**src/rtl/key_debounce_pkg.sv**
```systemverilog
// rtl/key_debounce_pkg.sv - shared state encoding and timing constants for key debounce
package key_debounce_pkg;

  typedef enum logic [1:0] {
    ST_UP        = 2'd0,
    ST_WAIT_DOWN = 2'd1,
    ST_DOWN      = 2'd2,
    ST_WAIT_UP   = 2'd3
  } key_state_t;

  localparam int CLK_HZ = 50_000_000;

  function automatic int debounce_cycles_for_ms(input int ms);
    return (CLK_HZ / 1000) * ms;
  endfunction

  // 20 ms settle time at the board clock
  localparam int DEFAULT_DEBOUNCE_CYCLES = debounce_cycles_for_ms(20);

endpackage

```
**src/rtl/key_debounce_ch.sv**
```systemverilog
// rtl/key_debounce_ch.sv - one pushbutton channel: synchronizer, settle counter, FSM, pulses
module key_debounce_ch
  import key_debounce_pkg::*;
#(
  parameter int DEBOUNCE_CYCLES = DEFAULT_DEBOUNCE_CYCLES,
  parameter int CNT_W           = 20
) (
  input  logic clk,
  input  logic rst_n,
  input  logic key_n,
  output logic level,
  output logic press,
  output logic rls
);

  localparam logic [CNT_W-1:0] CNT_LAST = CNT_W'(DEBOUNCE_CYCLES - 1);

  logic             s1;
  logic             s2;
  logic             pressed;
  logic [CNT_W-1:0] cnt;
  key_state_t       state;

  assign pressed = ~s2;

  always_ff @(posedge clk or negedge rst_n) begin
    if (!rst_n) begin
      s1    <= 1'b1;
      s2    <= 1'b1;
      state <= ST_UP;
      cnt   <= '0;
      level <= 1'b0;
      press <= 1'b0;
      rls   <= 1'b0;
    end else begin
      s1    <= key_n;
      s2    <= s1;
      press <= 1'b0;
      rls   <= 1'b0;
      case (state)
        ST_UP: begin
          if (pressed) begin
            state <= ST_WAIT_DOWN;
            cnt   <= '0;
          end
        end
        ST_WAIT_DOWN: begin
          if (!pressed) begin
            state <= ST_UP;
            cnt   <= '0;
          end else if (cnt == CNT_LAST) begin
            state <= ST_DOWN;
            cnt   <= '0;
            level <= 1'b1;
            press <= 1'b1;
          end else begin
            cnt <= cnt + 1'b1;
          end
        end
        ST_DOWN: begin
          if (!pressed) begin
            state <= ST_WAIT_UP;
            cnt   <= '0;
          end
        end
        ST_WAIT_UP: begin
          // a bounce back to pressed keeps the key down without a pulse
          if (pressed) begin
            state <= ST_DOWN;
            cnt   <= '0;
          end else if (cnt == CNT_LAST) begin
            state <= ST_UP;
            cnt   <= '0;
            level <= 1'b0;
            rls   <= 1'b1;
          end else begin
            cnt <= cnt + 1'b1;
          end
        end
        default: begin
          state <= ST_UP;
          cnt   <= '0;
        end
      endcase
    end
  end

endmodule

```
**src/rtl/key_debounce.sv**
```systemverilog
// rtl/key_debounce.sv - debounces the raw active-low KEY pins into clean levels and edge pulses
module key_debounce
  import key_debounce_pkg::*;
#(
  parameter int NUM_KEYS        = 4,
  parameter int DEBOUNCE_CYCLES = DEFAULT_DEBOUNCE_CYCLES,
  parameter int CNT_W           = 20
) (
  input  logic                CLOCK_50,
  input  logic                reset_reset_n,
  input  logic [NUM_KEYS-1:0] key_n_in,
  output logic [NUM_KEYS-1:0] key_level,
  output logic [NUM_KEYS-1:0] key_press,
  output logic [NUM_KEYS-1:0] key_release
);

  for (genvar i = 0; i < NUM_KEYS; i++) begin : g_ch
    key_debounce_ch #(
      .DEBOUNCE_CYCLES(DEBOUNCE_CYCLES),
      .CNT_W          (CNT_W)
    ) u_ch (
      .clk  (CLOCK_50),
      .rst_n(reset_reset_n),
      .key_n(key_n_in[i]),
      .level(key_level[i]),
      .press(key_press[i]),
      .rls  (key_release[i])
    );
  end

endmodule

```
**config.mk**
```make
export PLATFORM = sky130hd
export DESIGN_NAME = key_debounce
export DESIGN_NICKNAME = d
export VERILOG_FILES = /design/src/rtl/key_debounce_pkg.sv /design/src/rtl/key_debounce_ch.sv /design/src/rtl/key_debounce.sv
export SDC_FILE = /design/constraint.sdc
export NUM_CORES = 1
export LEC_CHECK = 0
export BUFFER_PORTS_ARGS = -buffer_cell sky130_fd_sc_hd__buf_2
export CORE_ASPECT_RATIO = 1.75
export CORE_MARGIN = 5
export CORE_UTILIZATION = 31
export DETAILED_ROUTE_END_ITERATION = 12
export GPL_TIMING_DRIVEN = 0
export PLACE_DENSITY_LB_ADDON = 0.12
export SETUP_SLACK_MARGIN = 0.2
export SYNTH_ARGS = -nofsm -noshare
export SYNTH_HDL_FRONTEND = slang
export SYNTH_HIERARCHICAL = 1
export SYNTH_SLANG_ARGS = --single-unit
```
**constraint.sdc**
```tcl
create_clock -name CLOCK_50 -period 2.6 [get_ports CLOCK_50]
set_clock_uncertainty 0.1 [all_clocks]
set_input_delay 0.52 -clock CLOCK_50 [delete_from_list [all_inputs] [get_ports CLOCK_50]]
set_output_delay 0.52 -clock CLOCK_50 [all_outputs]
set_load 0.01 [all_outputs]
```
==> results of run 1 <==
cell families (layout without fill, tap and decap cells):
logic type / count (synthesis) / in the layout
compound gates: 110 / 110
xor+xnor: 19 / 19
fa+ha+maj: 4 / 4
buf+inv: 37 / 72
flops: 108 / 108
mux: 5 / 5
simple gates: 330 / 330
report_power, final:
part | internal, mW | switching, mW | total [mW] | leakage (nW)
Combinational | 0.0614 | 0.122 | 0.184 | 1.10
Sequential | 1.70 | 0.0261 | 1.73 | 1.47
Clock | 0.759 | 0.675 | 1.43 | 0.144
cell usage in the layout (no fill, tap or decap), types with 5 or more instances in the layout:
master       n
nor2_1      37
a21oi_1     32
nand4_1     22
a21o_1       7
buf_6       10
nor4_1       7
dfstp_2      8
inv_1       20
nand2_1     79
nand3_1     67
nor3_1      16
and3_1       6
and2_1      18
a22o_1       5
buf_2       21
dfrtp_1    100
and4_1      10
nor3b_1      6
clkbuf_16    9
o21ai_0     35
or3_1       28
xnor2_1     10
xor2_1       6
cell type report:
cell class,instances,area (um^2),share of cell area [%]
Buffer,17,138,2.13
Timing Repair Buffer,19,129,1.99
Clock inverter,6,72.6,1.12
Sequential cell,108,2710,41.9
Multi-Input combinational cell,468,2820,43.6
Tap cell,238,298,4.60
Inverter,20,75.1,1.16
Clock buffer,10,229,3.54
flip-flops by register name (all words and copies together), names as in the netlist, named ones only:
signal	cells
g_ch.u_ch/level	4
g_ch.u_ch/press	4
g_ch.u_ch/rls	4
g_ch.u_ch/s2	4
g_ch.u_ch/state	4
g_ch.u_ch/cnt	80
g_ch.u_ch/s1	4
Yosys cell counts, types with 4 or more instances:
library cell and n:
dfrtp_1 100, nand2_1 79, nand3_1 67, nor2_1 37, o21ai_0 35, a21oi_1 32, or3_1 28, nand4_1 22
inv_1 20, and2_1 18, nor3_1 16, and4_1 10, xnor2_1 10, buf_6 9, dfstp_2 8, a21o_1 7
nor4_1 7, and3_1 6, nor3b_1 6, xor2_1 6, a22o_1 5, buf_2 5, a221o_1 4, ha_1 4
mux2i_1 4, nand4_2 4
repair_timing:
action                    in CTS  in global routing
resized for setup              0                  0
hold buffers                   1                  0
hold endpoints to repair      22                  0
worst max path at each step:
stage / cells after the start / slack [ps] / startpoint / endpoint
after CTS: 6 / 330 / g_ch[3].u_ch/cnt[0] / g_ch[3].u_ch/rls
after global placement: 1 / -480 / reset_reset_n / g_ch[3].u_ch/cnt[14]
after detailed placement: 6 / 350 / g_ch[3].u_ch/cnt[0] / g_ch[3].u_ch/rls
final: 6 / 410 / g_ch[3].u_ch/cnt[0] / g_ch[3].u_ch/press
after global routing: 5 / 220 / g_ch[3].u_ch/cnt[12] / g_ch[3].u_ch/cnt[19]
after floorplan: 7 / 600 / g_ch[3].u_ch/cnt[0] / g_ch[3].u_ch/cnt[0]
per-layer routing:
layer	share of wire (%)	up-vias	routed length [um]
met5	0	-	0
met4	2.4	0	327
met3	2.8	20	383
met2	54	65	7430
met1	41	2292	5740
li1	-	2289	-
==> reports/metrics.yaml, run 1 <==
grt_pass1_wl_um: 23500
final_area_um2: 6480
synth_top_family_by_area: "simple AND/OR/NAND/NOR gates"
status: "completed"
cp_top_family: "simple AND/OR/NAND/NOR gates"
post-place-ws_ps: 352
gp_congestion: 0.848
synth_edf_count: 0
grt_max_degree: 85
clock_path_buffers: 2
nNetsFinal: 653
path_buf_inv: 1
dr_total_vias: 4666
synth_area_leaders: "dfrtp_1, nand3_1, nand2_1, dfstp_2, o21ai_0"
slowest_stage: "or4_1"
r2r_slack_ps: 410
irDropWorstVdd_mv: 0.367
finalSetupViolCount: 0
syn_to_final_growth_pct: 12.7
num-fill-cells: 1873
clk_latency_ps: 360
grtUsageMet2_pct: 24.9
p_total_mw: 3.35
dieWidth_um: 113
whs_ps: 152
synth_top_cell_by_area: "dfrtp_1"
synth_simple_gate_area_share_pct: 32.2
fmax_mhz: 456
drc: 0
regToRegStartpoint: "g_ch[3].u_ch/cnt[0]"
routedWlPerCell_um: 15.7
worstPathRequired_ps: 2740
critPathKind: "reg -> reg"
drive_gt1_share_pct: 13.7
antenna_found_initial: 0
overflow: 0
ctsRootBufferMaster: "clkbuf_16"
firstDrtPassIters: 4
final_core_util_pct: 35.2
holdPathStages: 1
relSlewSlack_pct: 54.9
netlist_instances: 613
synth_top_area_share_pct: 43.5
synth_seq_area_share_pct: 47.2
fp.dieH_um: 190
h-tree-depth: 3
ys_warn_count: 6
cts_setup_buffers: 0
muxShareOfSynthArea_pct: 0.892
cts.sinks: 108
synth_nets: 623
dp_cells: 869
synth.avg_cell_area_um2: 9.38
ys_types: 57
fin_ws_ps: 409
tns_ps: 0
drt_wl_total_um: 13900
drtIter0Drc: 228
synth.cell_area_um2: 5750
max_cap_viol_count: 0
grtUsageTotal_pct: 13.6
crit_chain: "ha_1 -> nand3_2 -> or3_1 -> or4_1 -> buf_6 -> nor3_1"
start_kind: "flop"
cts_tree: "yes"
ys_async_sr_fraction_pct: 100
grt_pass1_vias: 4709
placed_cell_area_um2: 6160
ioPinCount: 18
worstMarginPinSlew_ps: 667
finalHoldViolations: 0
gr-usage-met3_pct: 2.36
yosys.area_share.adder_pct: 0.871
p_per_area_nw_per_um2: 517
slew_viol_final: 0
vias_per_cell: 5.27
core-area_um2: 18400
hp-start: "key_n_in[3]"
r2r_cells: 6
numPortBuffers: 17
cp_slowest_stage_delay_ps: 420
cts_buffers: 9
die_area_um2: 21500
grt_setup_unrepaired: "no"
crit_path_max_fanout: 7
stdcell_count: 886
cp-end-kind: "flop"
grt-busiest-layer: "met2"
path_clk_slew_ps: 80
start_util_pct: 31.2
finalCritPeriodShare_pct: 84.3
hold_class: "in -> reg"
antenna-diode-count: 0
min_to: "g_ch[3].u_ch/s1"
dp_hpwl_um: 9790
worstPathArrival_ps: 2330
row_count: 66
grt_util_met1_pct: 15.3
r2r-end: "g_ch[3].u_ch/press"
ant_nets: 0
synth_ff_type: "dfrtp_1"
leakagePower_nw: 2.71
synth-compound-area-share_pct: 11.8
ys_ff_latch: 108
period_needed_ps: 2190
synth-xor-area-share_pct: 3.29
Note: power is estimated with default switching activity, not from simulation.
==> run 2, diff against run 1 <==
==> constraint.sdc (replaced) <==
create_clock -name CLOCK_50 -period 2.1 [get_ports CLOCK_50]
set_clock_uncertainty 0.1 [all_clocks]
set_input_delay 0.42 -clock CLOCK_50 [delete_from_list [all_inputs] [get_ports CLOCK_50]]
set_output_delay 0.42 -clock CLOCK_50 [all_outputs]
set_load 0.01 [all_outputs]
==> reports/metrics.yaml, run 2 (synthesis gave the netlist of run 1 again) <==
antenna-diode-count: 0
leakagePower_nw: 3.15
h-tree-depth: 3
finalCritPeriodShare_pct: 97.5
ant_nets: 0
num-fill-cells: 1776
max_cap_viol_count: 0
grt_pass1_wl_um: 25400
hold_class: "in -> reg"
antenna_found_initial: 0
drive_gt1_share_pct: 34.1
start_kind: "flop"
grtUsageTotal_pct: 14.7
start_util_pct: 31.2
path_clk_slew_ps: 70
numPortBuffers: 17
final_cell_mix: "dfrtp_1, nand2_1, nand3_1"
critPathKind: "reg -> reg"
overflow: 0
gr-usage-met3_pct: 2.13
core-area_um2: 18400
post-place-ws_ps: -52.5
crit_chain: "or4b_4 -> nor3_4 -> buf_4 -> a31o_4 -> buf_6 -> o22ai_2 -> a21o_1"
grt_setup_unrepaired: "yes"
drc: 0
layout_commonest_cell: "dfrtp_1"
worstPathRequired_ps: 2250
slowest_stage: "or4b_4"
fp.dieH_um: 190
routedWlPerCell_um: 16.3
vias_per_cell: 5.27
finalHoldViolations: 0
syn_to_final_growth_pct: 31.6
placed_cell_area_um2: 6180
fin_ws_ps: 52.7
slew_viol_final: 0
worstPathArrival_ps: 2200
row_count: 66
gp_congestion: 0.826
regMostFlops: "g_ch.u_ch/cnt"
r2r_slack_ps: 50
multi_input_area_um2: 3340
grt-busiest-layer: "met2"
finalSetupViolCount: 0
grtUsageMet2_pct: 26.8
clock_path_buffers: 2
die_area_um2: 21500
crit_path_max_fanout: 5
cts_buffers: 9
dieWidth_um: 113
final_core_util_pct: 41.1
grt_util_met1_pct: 16.7
cts.sinks: 108
fmax_mhz: 488
cp-end-kind: "flop"
dp_hpwl_um: 9900
drtIter0Drc: 255
drt_wl_total_um: 15400
worstMarginPinSlew_ps: 458
clk_latency_ps: 360
regArea_um2: 2730
grt_max_degree: 90
relSlewSlack_pct: 69.5
cp_slowest_stage_delay_ps: 550
ioPinCount: 18
final_area_um2: 7570
ctsRootBufferMaster: "clkbuf_16"
whs_ps: 51.6
irDropWorstVdd_mv: 0.396
grt_pass1_vias: 5025
tns_ps: 0
period_needed_ps: 2050
largest_reg_flops: 80
firstDrtPassIters: 4
nNetsFinal: 709
p_per_area_nw_per_um2: 584
cts_tree: "yes"
status: "completed"
dr_total_vias: 4960
[run 2: cell type report]
type,count,share of cell area [%]
Clock buffer,11,3.34
Clock inverter,5,1.09
Sequential cell,108,36.1
Buffer,17,2.27
Multi-Input combinational cell,468,44.2
Tap cell,238,3.94
Timing Repair Buffer,75,8.17
Inverter,20,0.992
[run 2: power breakdown]
| group | switching, mW | internal (mW) |
|---|---|---|
| combinational | 0.198 | 0.154 |
| clock | 0.809 | 1.12 |
| sequential | 0.0342 | 2.11 |
| total | 1.04 | 3.38 |
[run 2: critical path, delay by kind of cell, from the launching register on]
family / cells / cell delay (ps)
simple gates: 2 / 770
flops: 1 / 390
compound gates: 3 / 390
buf+inv: 2 / 290
[run 2: worst paths after layout]
| kind | start | endpoint | depth (start not counted) |
|---|---|---|---|
| worst max register to register | g_ch[0].u_ch/cnt[10] | g_ch[0].u_ch/cnt[2] | 7 |
| max in group asynchronous | reset_reset_n | g_ch[3].u_ch/s2 | 3 |
| worst max-delay path | g_ch[0].u_ch/cnt[10] | g_ch[0].u_ch/cnt[2] | 7 |
| worst min register to register | g_ch[1].u_ch/s1 | g_ch[1].u_ch/s2 | 0 |
| worst min-delay path | key_n_in[1] | g_ch[1].u_ch/s1 | 1 |
| min in group asynchronous | reset_reset_n | g_ch[2].u_ch/cnt[14] | 2 |
[run 2: per-layer routing]
metal / vias to the layer above / part of all wire, %
met5: - / 0
met4: 0 / 2.7
met3: 27 / 2.0
met2: 64 / 55
met1: 2466 / 40
li1: 2403 / -
[run 2: what timing repair did]
action / 4_1_cts / 5_1_grt
hold endpoints to repair: 19 / 0
pin swaps: 37 / 34
endpoints found under the setup margin: 87 / 90
buffers inserted: 34 / 16
resized for setup: 82 / 80
hold buffers: 1 / 0
gates cloned: 6 / 0
[run 2: metrics by stage]
step | std cells | total power, mW
after floorplan | 613 | 2.30
after global placement | 868 | 2.40
after detailed placement | 869 | 2.42
after CTS | 926 | 4.49
after global routing | 942 | 4.62
final | 942 | 4.42
